$ cat src/rtl/sram_master.sv
// sram_master
// Initiator for an asynchronous SRAM-style parallel bus (active-low CE/OE/WE,
// shared bidirectional data). Each accepted request becomes one bus cycle made
// of a SETUP, a STROBE and an optional HOLD phase, with lengths set by
// parameters. The tristate pad buffers live outside this block: it only drives
// sram_dout / sram_data_oe and samples sram_din.
//
// Ports
//   clock, reset          system clock, synchronous active-high reset
//   req, req_we           request strobe (sampled only when idle), 1 = write
//   req_add, req_wdata    address and write data, latched with req
//   busy, done            transaction in progress / one-cycle completion pulse
//   rdata                 last read word, held until the next read completes
//   sram_ce_n/oe_n/we_n   bus strobes, active low
//   sram_add, sram_dout   bus address and outgoing data
//   sram_data_oe          pad output enable (1 = FPGA drives the data bus)
//   sram_din              incoming data from the pads
module sram_master #(
    parameter int DATA_WIDTH    = 16,
    parameter int ADD_WIDTH     = 18,
    parameter int SETUP_CYCLES  = 1,
    parameter int STROBE_CYCLES = 2,
    parameter int HOLD_CYCLES   = 1
) (
    input  logic                  clock,
    input  logic                  reset,
    input  logic                  req,
    input  logic                  req_we,
    input  logic [ADD_WIDTH-1:0]  req_add,
    input  logic [DATA_WIDTH-1:0] req_wdata,
    output logic                  busy,
    output logic                  done,
    output logic [DATA_WIDTH-1:0] rdata,
    output logic                  sram_ce_n,
    output logic                  sram_oe_n,
    output logic                  sram_we_n,
    output logic [ADD_WIDTH-1:0]  sram_add,
    output logic [DATA_WIDTH-1:0] sram_dout,
    output logic                  sram_data_oe,
    input  logic [DATA_WIDTH-1:0] sram_din
);

    typedef enum logic [1:0] {IDLE, SETUP, STROBE, HOLD} state_t;

    // The phase counter is loaded with (length - 1) on entry and the phase
    // ends on the cycle the counter reads zero.
    localparam logic [7:0] SETUP_LOAD  = 8'(SETUP_CYCLES - 1);
    localparam logic [7:0] STROBE_LOAD = 8'(STROBE_CYCLES - 1);
    localparam logic [7:0] HOLD_LOAD   = 8'((HOLD_CYCLES > 0) ? HOLD_CYCLES - 1 : 0);
    localparam bit         HAS_HOLD    = (HOLD_CYCLES > 0);

    state_t     state_reg, state_next;
    logic [7:0] cnt_reg, cnt_next;
    logic       wr_reg, wr_next;
    logic       accept, capture;
    logic       ce_n_next, oe_n_next, we_n_next, data_oe_next, busy_next, done_next;

    always_comb begin
        state_next = state_reg;
        cnt_next   = (cnt_reg == 8'd0) ? 8'd0 : cnt_reg - 8'd1;
        wr_next    = wr_reg;
        accept     = 1'b0;
        capture    = 1'b0;

        case (state_reg)
            IDLE: begin
                if (req) begin
                    accept     = 1'b1;
                    wr_next    = req_we;
                    state_next = SETUP;
                    cnt_next   = SETUP_LOAD;
                end
            end
            SETUP: begin
                if (cnt_reg == 8'd0) begin
                    state_next = STROBE;
                    cnt_next   = STROBE_LOAD;
                end
            end
            STROBE: begin
                if (cnt_reg == 8'd0) begin
                    // Read data is taken on the edge that releases OE.
                    capture = !wr_reg;
                    if (HAS_HOLD) begin
                        state_next = HOLD;
                        cnt_next   = HOLD_LOAD;
                    end else begin
                        state_next = IDLE;
                        cnt_next   = 8'd0;
                    end
                end
            end
            HOLD: begin
                if (cnt_reg == 8'd0) begin
                    state_next = IDLE;
                end
            end
            default: begin
                state_next = IDLE;
                cnt_next   = 8'd0;
            end
        endcase

        // Bus controls are decoded from the upcoming state and registered, so
        // the pins change cleanly on the same edge as the state register.
        ce_n_next    = (state_next == IDLE);
        oe_n_next    = !((state_next == STROBE) && !wr_next);
        we_n_next    = !((state_next == STROBE) && wr_next);
        data_oe_next = wr_next && (state_next != IDLE);
        busy_next    = (state_next != IDLE);
        done_next    = (state_reg != IDLE) && (state_next == IDLE);
    end

    always_ff @(posedge clock) begin
        if (reset) begin
            state_reg    <= IDLE;
            cnt_reg      <= 8'd0;
            wr_reg       <= 1'b0;
            sram_ce_n    <= 1'b1;
            sram_oe_n    <= 1'b1;
            sram_we_n    <= 1'b1;
            sram_data_oe <= 1'b0;
            busy         <= 1'b0;
            done         <= 1'b0;
            rdata        <= '0;
            sram_add     <= '0;
            sram_dout    <= '0;
        end else begin
            state_reg    <= state_next;
            cnt_reg      <= cnt_next;
            wr_reg       <= wr_next;
            sram_ce_n    <= ce_n_next;
            sram_oe_n    <= oe_n_next;
            sram_we_n    <= we_n_next;
            sram_data_oe <= data_oe_next;
            busy         <= busy_next;
            done         <= done_next;
            if (accept) begin
                sram_add  <= req_add;
                sram_dout <= req_wdata;
            end
            if (capture) begin
                rdata <= sram_din;
            end
        end
    end

endmodule

$ cat config.mk
export PLATFORM = sky130hd
export DESIGN_NAME = sram_master
export DESIGN_NICKNAME = d
export VERILOG_FILES = /design/src/rtl/sram_master.sv
export SDC_FILE = /design/constraint.sdc
export NUM_CORES = 1
export LEC_CHECK = 0
export CAP_MARGIN = 20
export CELL_PAD_IN_SITES_DETAIL_PLACEMENT = 1
export CELL_PAD_IN_SITES_GLOBAL_PLACEMENT = 1
export CORE_MARGIN = 4
export CORE_UTILIZATION = 32
export CTS_CLUSTER_DIAMETER = 200
export DETAILED_ROUTE_END_ITERATION = 6
export PLACE_DENSITY = 0.95
export SLEW_MARGIN = 20
export SYNTH_ARGS = -nofsm -noshare
export SYNTH_HDL_FRONTEND = slang
export SYNTH_SLANG_ARGS = --single-unit
export TNS_END_PERCENT = 30
$ cat constraint.sdc
create_clock -name clock -period 4.8 [get_ports clock]
set_clock_uncertainty 0.2 [all_clocks]
set_input_delay 0.72 -clock clock [delete_from_list [all_inputs] [get_ports clock]]
set_output_delay 0.72 -clock clock [all_outputs]
set_load 0.005 [all_outputs]
==> impl_table.tex, run 1 <==
\begin{tabular}{lr}
\hline
Metric & Value \\
\hline
\multicolumn{2}{l}{\textbf{Synth}} \\
Sequential cell area fraction in the yosys report & 0.530 \\
Fraction of synthesized cell area taken by the top area cell type & 0.530 \\
Synth Instances & 294 \\
Top flip-flop cell by instance count after synthesis & sky130\_fd\_sc\_hd\_\_dfxtp\_1 \\
Most instantiated library cell after synthesis & sky130\_fd\_sc\_hd\_\_nand2\_1 \\
Flip-flop and latch count after synthesis & 67 \\
Net count after synthesis & 350 \\
Most numerous cell types in the synthesized netlist & sky130\_fd\_sc\_hd\_\_nand2\_1, sky130\_fd\_sc\_hd\_\_dfxtp\_1, sky130\_fd\_sc\_hd\_\_a21oi\_1 \\
Synth cell types & 37 \\
Post-synth EDFFs & 0 \\
Dominant cell type by area after synthesis & sky130\_fd\_sc\_hd\_\_dfxtp\_1 \\
Dominant cells by area after synthesis & sky130\_fd\_sc\_hd\_\_dfxtp\_1, sky130\_fd\_sc\_hd\_\_nand2\_1, sky130\_fd\_sc\_hd\_\_a21oi\_1 \\
Total of warnings raised by yosys & 0 \\
Post-synthesis cell area & 2530 um2 \\
Share of flip-flops with an asynchronous set or reset after synthesis & 0 \\
Avg Synthesized Cell Area & 8.61 um2 \\
\multicolumn{2}{l}{\textbf{Clock tree}} \\
Clock tree from TritonCTS & built \\
H-tree depth & 3 \\
\# Post-CTS Setup Buffers & 0 \\
Clock network latency to the later pin of the worst-skew pair & 0.34 ns \\
Number of buffers added by the clock tree synthesis step & 9 \\
Worst-path clk slew & 0.08 ns \\
Root buffer cell & sky130\_fd\_sc\_hd\_\_clkbuf\_8 \\
CTS Sinks & 67 \\
Hold buffers post-CTS & 0 \\
Gates resized, CTS repair & 0 \\
Max clock buf depth & 2 \\
\multicolumn{2}{l}{\textbf{Setup path}} \\
WP data required & 4.81 ns \\
Critical Path Start Type & input pin \\
Start point of the critical path & reset \\
Largest fanout of any net on the critical path & 41 \\
Reg-to-Reg Start & cnt\_reg[0]\$\_SDFF\_PP0\_ \\
Worst Reg2Reg Path Length in Cells & 6 \\
Critical path endpoint category & flop \\
Arrival time reported for the critical path endpoint & 3.09 ns \\
Destination of the worst register-to-register timing path & rdata[8]\$\_SDFFE\_PP0P\_ \\
Internal reg-to-reg setup slack & 2.53 ns \\
Type of the worst setup path & in2reg \\
Endpoint of the most critical setup path & cnt\_reg[4]\$\_SDFF\_PP0\_ \\
\multicolumn{2}{l}{\textbf{Place}} \\
GP Congestion & 0.787 \\
Count of buffers from port buffering & 109 \\
Total half-perimeter wirelength after legalization and detailed placement & 5.50 mm \\
Placed instance count & 489 \\
Placement-stage cell area & 3700 um2 \\
\multicolumn{2}{l}{\textbf{Worst hold path}} \\
Path type of the worst min-delay path & reg2reg \\
\multicolumn{2}{l}{\textbf{STA}} \\
Setup TNS after final layout & 0 ns \\
Post-route worst hold slack & 0.260 ns \\
Worst slew margin relative to its limit & 0.390 \\
Setup Viol. Count Final & 0 \\
RSZ-0062 raised after global routing & no \\
Post-route clock period utilization & 0.642 \\
Final Max Slew Viols & 0 \\
Endpoints failing hold & 0 \\
Worst Tran Pin Value & 0.909 ns \\
Maximum frequency from static timing analysis & 0.325 GHz \\
Time the worst path needs with I/O delays and setup & 3.08 ns \\
\multicolumn{2}{l}{\textbf{GRT}} \\
Via count of the first global-routing pass & 2643 \\
Global-route usage over all layers & 0.165 \\
Global-route wire length before repair & 12.7 mm \\
Largest net degree at the start of global routing & 42 \\
Number of antenna violations at the first check in global routing & 0 \\
Grt ovf & 0 \\
\multicolumn{2}{l}{\textbf{Die}} \\
DIE AREA & 9390 um2 \\
Die span in y & 96.9 um \\
Initial core utilization & 0.329 \\
Placement row count & 32 \\
Die X & 96.9 um \\
Placeable core area & 7690 um2 \\
IO Count & 110 \\
\multicolumn{2}{l}{\textbf{Final layout}} \\
Footprint of the multi-input gates & 1100 um2 \\
Antenna diode count & 0 \\
Sequential standard cell area & 1340 um2 \\
Register with the most flip-flops & sram\_add \\
Number of standard cells in the final layout excluding fillers & 505 \\
Largest register FFs & 18 \\
Area Growth Syn to Fin & 54.7\% \\
Final net count & 454 \\
Ratio of cells with drive above 1 in the final layout & 0.0596 \\
Top flop regs & sram\_add: 18 flops, rdata: 16 flops, sram\_dout: 16 flops \\
Final core utilization & 0.509 \\
Fillers & 891 \\
Cell area after layout & 3920 um2 \\
\multicolumn{2}{l}{\textbf{Power}} \\
Cell leakage power & 1.42 nW \\
Pwr/cell area & 485 nW/um2 \\
Largest voltage drop on the vdd net & 210 uV \\
\multicolumn{2}{l}{\textbf{Detailed routing}} \\
Number of vias after detailed routing & 2430 \\
Final routed DRC violation total & 0 \\
Post-DRT Antenna Nets & 0 \\
WL/cell & 15.2 um \\
Total wire length after detailed routing & 7.68 mm \\
Detailed Routing Iterations Pass 1 & 4 \\
Via density per instance & 4.81 \\
DR iter-0 viols & 51 \\
\multicolumn{2}{l}{\textbf{Run}} \\
Max\_cap viols & 0 \\
\multicolumn{2}{l}{\textbf{Status}} \\
Result of the run & complete, no violations \\
\hline
\end{tabular}
power by group:
part           leakage [nW]  total (mW)  switching [mW]  internal, mW
registers             0.548       0.754          0.0897         0.664
clock network         0.106       0.489           0.219         0.270
logic                 0.768       0.656           0.337         0.318
routing by layer:
metal,vias up,global-route usage,routed length [um]
li1,1194,-,-
met1,1145,0.172,2990
met2,78,0.297,3950
met3,13,0.0656,606
met4,0,0.0637,133
met5,-,0,0
layout make-up:
cell class	instances	share of cell area
multi-input cells	203	0.282
clock inverters	5	0.0153
repair buffers	112	0.284
inverters	5	0.00479
clock buffers	11	0.0387
well taps	102	0.0326
flip-flops and latches	67	0.343
critical path, cell delays in order:
cell and delay [ns]:
sky130_fd_sc_hd__clkdlybuf4s50_1 0.45, sky130_fd_sc_hd__buf_4 0.38, sky130_fd_sc_hd__clkinv_1 0.84, sky130_fd_sc_hd__nand2_1 0.58, sky130_fd_sc_hd__nor3_1 0.11
stage by stage:
stage	setup WS, ns	total power [mW]
6_report	1.72	1.90
5_1_grt	1.41	2.03
4_1_cts	1.75	1.92
3_5_place_dp	1.39	1.42
3_3_place_gp	1.48	1.37
2_1_floorplan	2.59	1.11
worst min path at each step:
stage,from,to,cells past startpoint
floorplan,rdata[0]$_SDFFE_PP0P_,rdata[0]$_SDFFE_PP0P_,2
global route,rdata[2]$_SDFFE_PP0P_,rdata[2]$_SDFFE_PP0P_,2
finish,sram_dout[0]$_SDFFE_PP0P_,sram_dout[0]$_SDFFE_PP0P_,2
CTS,sram_dout[0]$_SDFFE_PP0P_,sram_dout[0]$_SDFFE_PP0P_,2
global placement,sram_add[13]$_SDFFE_PP0P_,sram_add[13]$_SDFFE_PP0P_,2
detailed placement,sram_dout[0]$_SDFFE_PP0P_,sram_dout[0]$_SDFFE_PP0P_,2
cell families after synthesis:
group / after synthesis / share of synthesized area
AOI/OAI and AO/OA: 55 / 0.122
xor gates and xnor gates: 2 / 0.00693
adders and majority gates: 2 / 0.00989
buffers and inverters: 24 / 0.0391
DFF: 67 / 0.530
muxes: 17 / 0.0673
and+or+nand+nor: 127 / 0.225
placed cells by master (no fill, tap or decap), types with 2 or more instances in the layout:
| cell | count |
|---|---|
| sky130_fd_sc_hd__clkdlybuf4s50_1 | 109 |
| sky130_fd_sc_hd__nand2_1 | 101 |
| sky130_fd_sc_hd__dfxtp_1 | 67 |
| sky130_fd_sc_hd__a21oi_1 | 40 |
| sky130_fd_sc_hd__mux2i_1 | 17 |
| sky130_fd_sc_hd__clkbuf_8 | 11 |
| sky130_fd_sc_hd__or4_1 | 5 |
| sky130_fd_sc_hd__inv_1 | 4 |
| sky130_fd_sc_hd__nor3_1 | 4 |
| sky130_fd_sc_hd__a211oi_1 | 3 |
| sky130_fd_sc_hd__o21ai_0 | 3 |
| sky130_fd_sc_hd__buf_4 | 3 |
| sky130_fd_sc_hd__or3b_2 | 2 |
| sky130_fd_sc_hd__nor3b_1 | 2 |
| sky130_fd_sc_hd__and3_1 | 2 |
| sky130_fd_sc_hd__nor2_1 | 2 |
| sky130_fd_sc_hd__xnor2_1 | 2 |
| sky130_fd_sc_hd__a211o_1 | 2 |
| sky130_fd_sc_hd__ha_1 | 2 |
Note: power is estimated with default switching activity, not from simulation.
==> run 2, diff against run 1 <==
CORE_UTILIZATION = 30   (was 32)
PLACE_DENSITY = 0.91   (was 0.95)
clock period = 3 ns   (was 4.8 ns; I/O delays follow)
==> run 2 against run 1 <==
Final area up 1.2%; final cell count up 0.99%; non-clock buffer count up 3; via count down 0.91%; register-to-register slack worse by 1.8 ns; utilization down 2.7 points; first-iteration DRC count down 35%; sequential share of layout area down 0.41 points; largest power group unchanged.
==> impl_table.tex, run 2 (same netlist as run 1, synthesis figures left out) <==
\begin{tabular}{lr}
\hline
Metric & Value \\
\hline
\multicolumn{2}{l}{\textbf{Status}} \\
Result of the run & complete, no violations \\
\multicolumn{2}{l}{\textbf{Setup path}} \\
Reg-to-Reg Start & cnt\_reg[0]\$\_SDFF\_PP0\_ \\
Critical path, cell by cell & inv\_1 > ha\_1 > or3b\_2 > nor4\_4 > buf\_4 > mux2i\_1 \\
Critical Path Start Type & flop \\
Largest fanout of any net on the critical path & 16 \\
Type of the worst setup path & reg2reg \\
WP data required & 3.06 ns \\
Start point of the critical path & cnt\_reg[0]\$\_SDFF\_PP0\_ \\
Worst Reg2Reg Path Length in Cells & 6 \\
Arrival time reported for the critical path endpoint & 2.35 ns \\
Worst-path cell with the longest stage delay & sky130\_fd\_sc\_hd\_\_or3b\_2 \\
Critical path endpoint category & flop \\
Destination of the worst register-to-register timing path & rdata[7]\$\_SDFFE\_PP0P\_ \\
Endpoint of the most critical setup path & rdata[7]\$\_SDFFE\_PP0P\_ \\
Internal reg-to-reg setup slack & 0.71 ns \\
Worst stage delay on the critical path & 0.52 ns \\
\multicolumn{2}{l}{\textbf{GRT}} \\
Largest net degree at the start of global routing & 41 \\
Via count of the first global-routing pass & 2647 \\
Global-route usage over all layers & 0.158 \\
Grt ovf & 0 \\
Number of antenna violations at the first check in global routing & 0 \\
Global-route wire length before repair & 12.5 mm \\
\multicolumn{2}{l}{\textbf{Clock tree}} \\
H-tree depth & 3 \\
CTS Sinks & 67 \\
Max clock buf depth & 2 \\
Gates resized, CTS repair & 0 \\
Hold buffers post-CTS & 0 \\
Number of buffers added by the clock tree synthesis step & 9 \\
\# Post-CTS Setup Buffers & 0 \\
Worst-path clk slew & 0.07 ns \\
Root buffer cell & sky130\_fd\_sc\_hd\_\_clkbuf\_8 \\
Clock network latency to the later pin of the worst-skew pair & 0.33 ns \\
Clock tree from TritonCTS & built \\
\multicolumn{2}{l}{\textbf{Final layout}} \\
Final core utilization & 0.482 \\
Register with the most flip-flops & sram\_add \\
Largest register FFs & 18 \\
Commonest cells after routing, fill and taps aside & sky130\_fd\_sc\_hd\_\_clkdlybuf4s50\_1, sky130\_fd\_sc\_hd\_\_nand2\_1, sky130\_fd\_sc\_hd\_\_dfxtp\_1 \\
Most common cell after layout, fill and taps aside & sky130\_fd\_sc\_hd\_\_clkdlybuf4s50\_1 \\
Number of standard cells in the final layout excluding fillers & 510 \\
Cell area after layout & 3960 um2 \\
Ratio of cells with drive above 1 in the final layout & 0.0617 \\
Final net count & 457 \\
Antenna diode count & 0 \\
Area Growth Syn to Fin & 56.6\% \\
Top flop regs & sram\_add: 18 flops, rdata: 16 flops, sram\_dout: 16 flops \\
\multicolumn{2}{l}{\textbf{STA}} \\
RSZ-0062 raised after global routing & no \\
Worst slew margin relative to its limit & 0.510 \\
Post-route clock period utilization & 0.764 \\
Endpoints failing hold & 0 \\
Worst Tran Pin Value & 0.734 ns \\
Setup TNS after final layout & 0 ns \\
Setup Viol. Count Final & 0 \\
Final Max Slew Viols & 0 \\
Time the worst path needs with I/O delays and setup & 2.29 ns \\
Maximum frequency from static timing analysis & 0.436 GHz \\
\multicolumn{2}{l}{\textbf{Die}} \\
Placement row count & 33 \\
IO Count & 110 \\
Die span in y & 99.8 um \\
DIE AREA & 9970 um2 \\
Placeable core area & 8220 um2 \\
Die X & 99.8 um \\
Initial core utilization & 0.308 \\
\multicolumn{2}{l}{\textbf{Detailed routing}} \\
Total wire length after detailed routing & 7.61 mm \\
Post-DRT Antenna Nets & 0 \\
WL/cell & 14.9 um \\
Via density per instance & 4.72 \\
Number of vias after detailed routing & 2408 \\
Final routed DRC violation total & 0 \\
Detailed Routing Iterations Pass 1 & 4 \\
DR iter-0 viols & 33 \\
\multicolumn{2}{l}{\textbf{Power}} \\
Largest voltage drop on the vdd net & 259 uV \\
Post-route total power & 3.17 mW \\
Cell leakage power & 1.44 nW \\
Pwr/cell area & 801 nW/um2 \\
\multicolumn{2}{l}{\textbf{Place}} \\
Placed instance count & 495 \\
Count of buffers from port buffering & 109 \\
Placement-stage cell area & 3720 um2 \\
GP Congestion & 0.744 \\
Total half-perimeter wirelength after legalization and detailed placement & 5.58 mm \\
\multicolumn{2}{l}{\textbf{Run}} \\
Max\_cap viols & 0 \\
\multicolumn{2}{l}{\textbf{Worst hold path}} \\
Path type of the worst min-delay path & reg2reg \\
\hline
\end{tabular}
run 2: changes by cell type in the layout (fill, tap and decap cells not counted), sizes merged:
cell    previous run  this run
buf                3         6
inv                5         4
clkbuf            11         9
bufinv             1         3
run 2: routing by layer:
metal  share of wire  vias to the layer above  global-route usage  wire length (um)
li1                -                     1202                   -                 -
met1            0.40                     1130               0.171              3060
met2            0.53                       64               0.289              4030
met3           0.052                       12              0.0382               399
met4           0.015                        0              0.0704               117
met5               0                        -                   0                 0
run 2: report_power, final:
part	total [mW]	switching [mW]	internal, mW
clock network	0.896	0.345	0.550
logic	1.08	0.544	0.534
registers	1.20	0.139	1.06
total	3.17	1.03	2.15
run 2: area by class of cell:
class | count | area (um2)
Inverter | 5 | 18.8
Sequential cell | 67 | 1340
Fill cell | 950 | 4250
Timing Repair Buffer | 115 | 1140
Tap cell | 105 | 131
Clock buffer | 9 | 124
Multi-Input combinational cell | 203 | 1100
Clock inverter | 6 | 115
run 2: through the flow:
stage               worst slack (ns)  hold slack, ns
global placement               0.456           0.243
CTS                            0.702           0.261
floorplan                      0.793           0.251
finish                         0.709           0.256
global route                   0.537           0.286
detailed placement             0.406           0.250
run 2: worst min path at each step:
stage / cells past startpoint / slack (ns) / from / to
after floorplan: 2 / 0.25 / rdata[0]$_SDFFE_PP0P_ / rdata[0]$_SDFFE_PP0P_
after global placement: 2 / 0.24 / sram_add[6]$_SDFFE_PP0P_ / sram_add[6]$_SDFFE_PP0P_
after detailed placement: 2 / 0.25 / sram_add[5]$_SDFFE_PP0P_ / sram_add[5]$_SDFFE_PP0P_
after CTS: 2 / 0.26 / sram_add[5]$_SDFFE_PP0P_ / sram_add[5]$_SDFFE_PP0P_
after global routing: 2 / 0.29 / sram_add[2]$_SDFFE_PP0P_ / sram_add[2]$_SDFFE_PP0P_
final: 2 / 0.26 / sram_dout[7]$_SDFFE_PP0P_ / sram_dout[7]$_SDFFE_PP0P_
run 2: critical path, delay by kind of cell (launching register included):
family / cells / cell delay, ns
adders and majority gates: 1 / 0.20
buffers and inverters: 2 / 0.46
DFF: 1 / 0.36
muxes: 1 / 0.23
and+or+nand+nor: 2 / 0.77
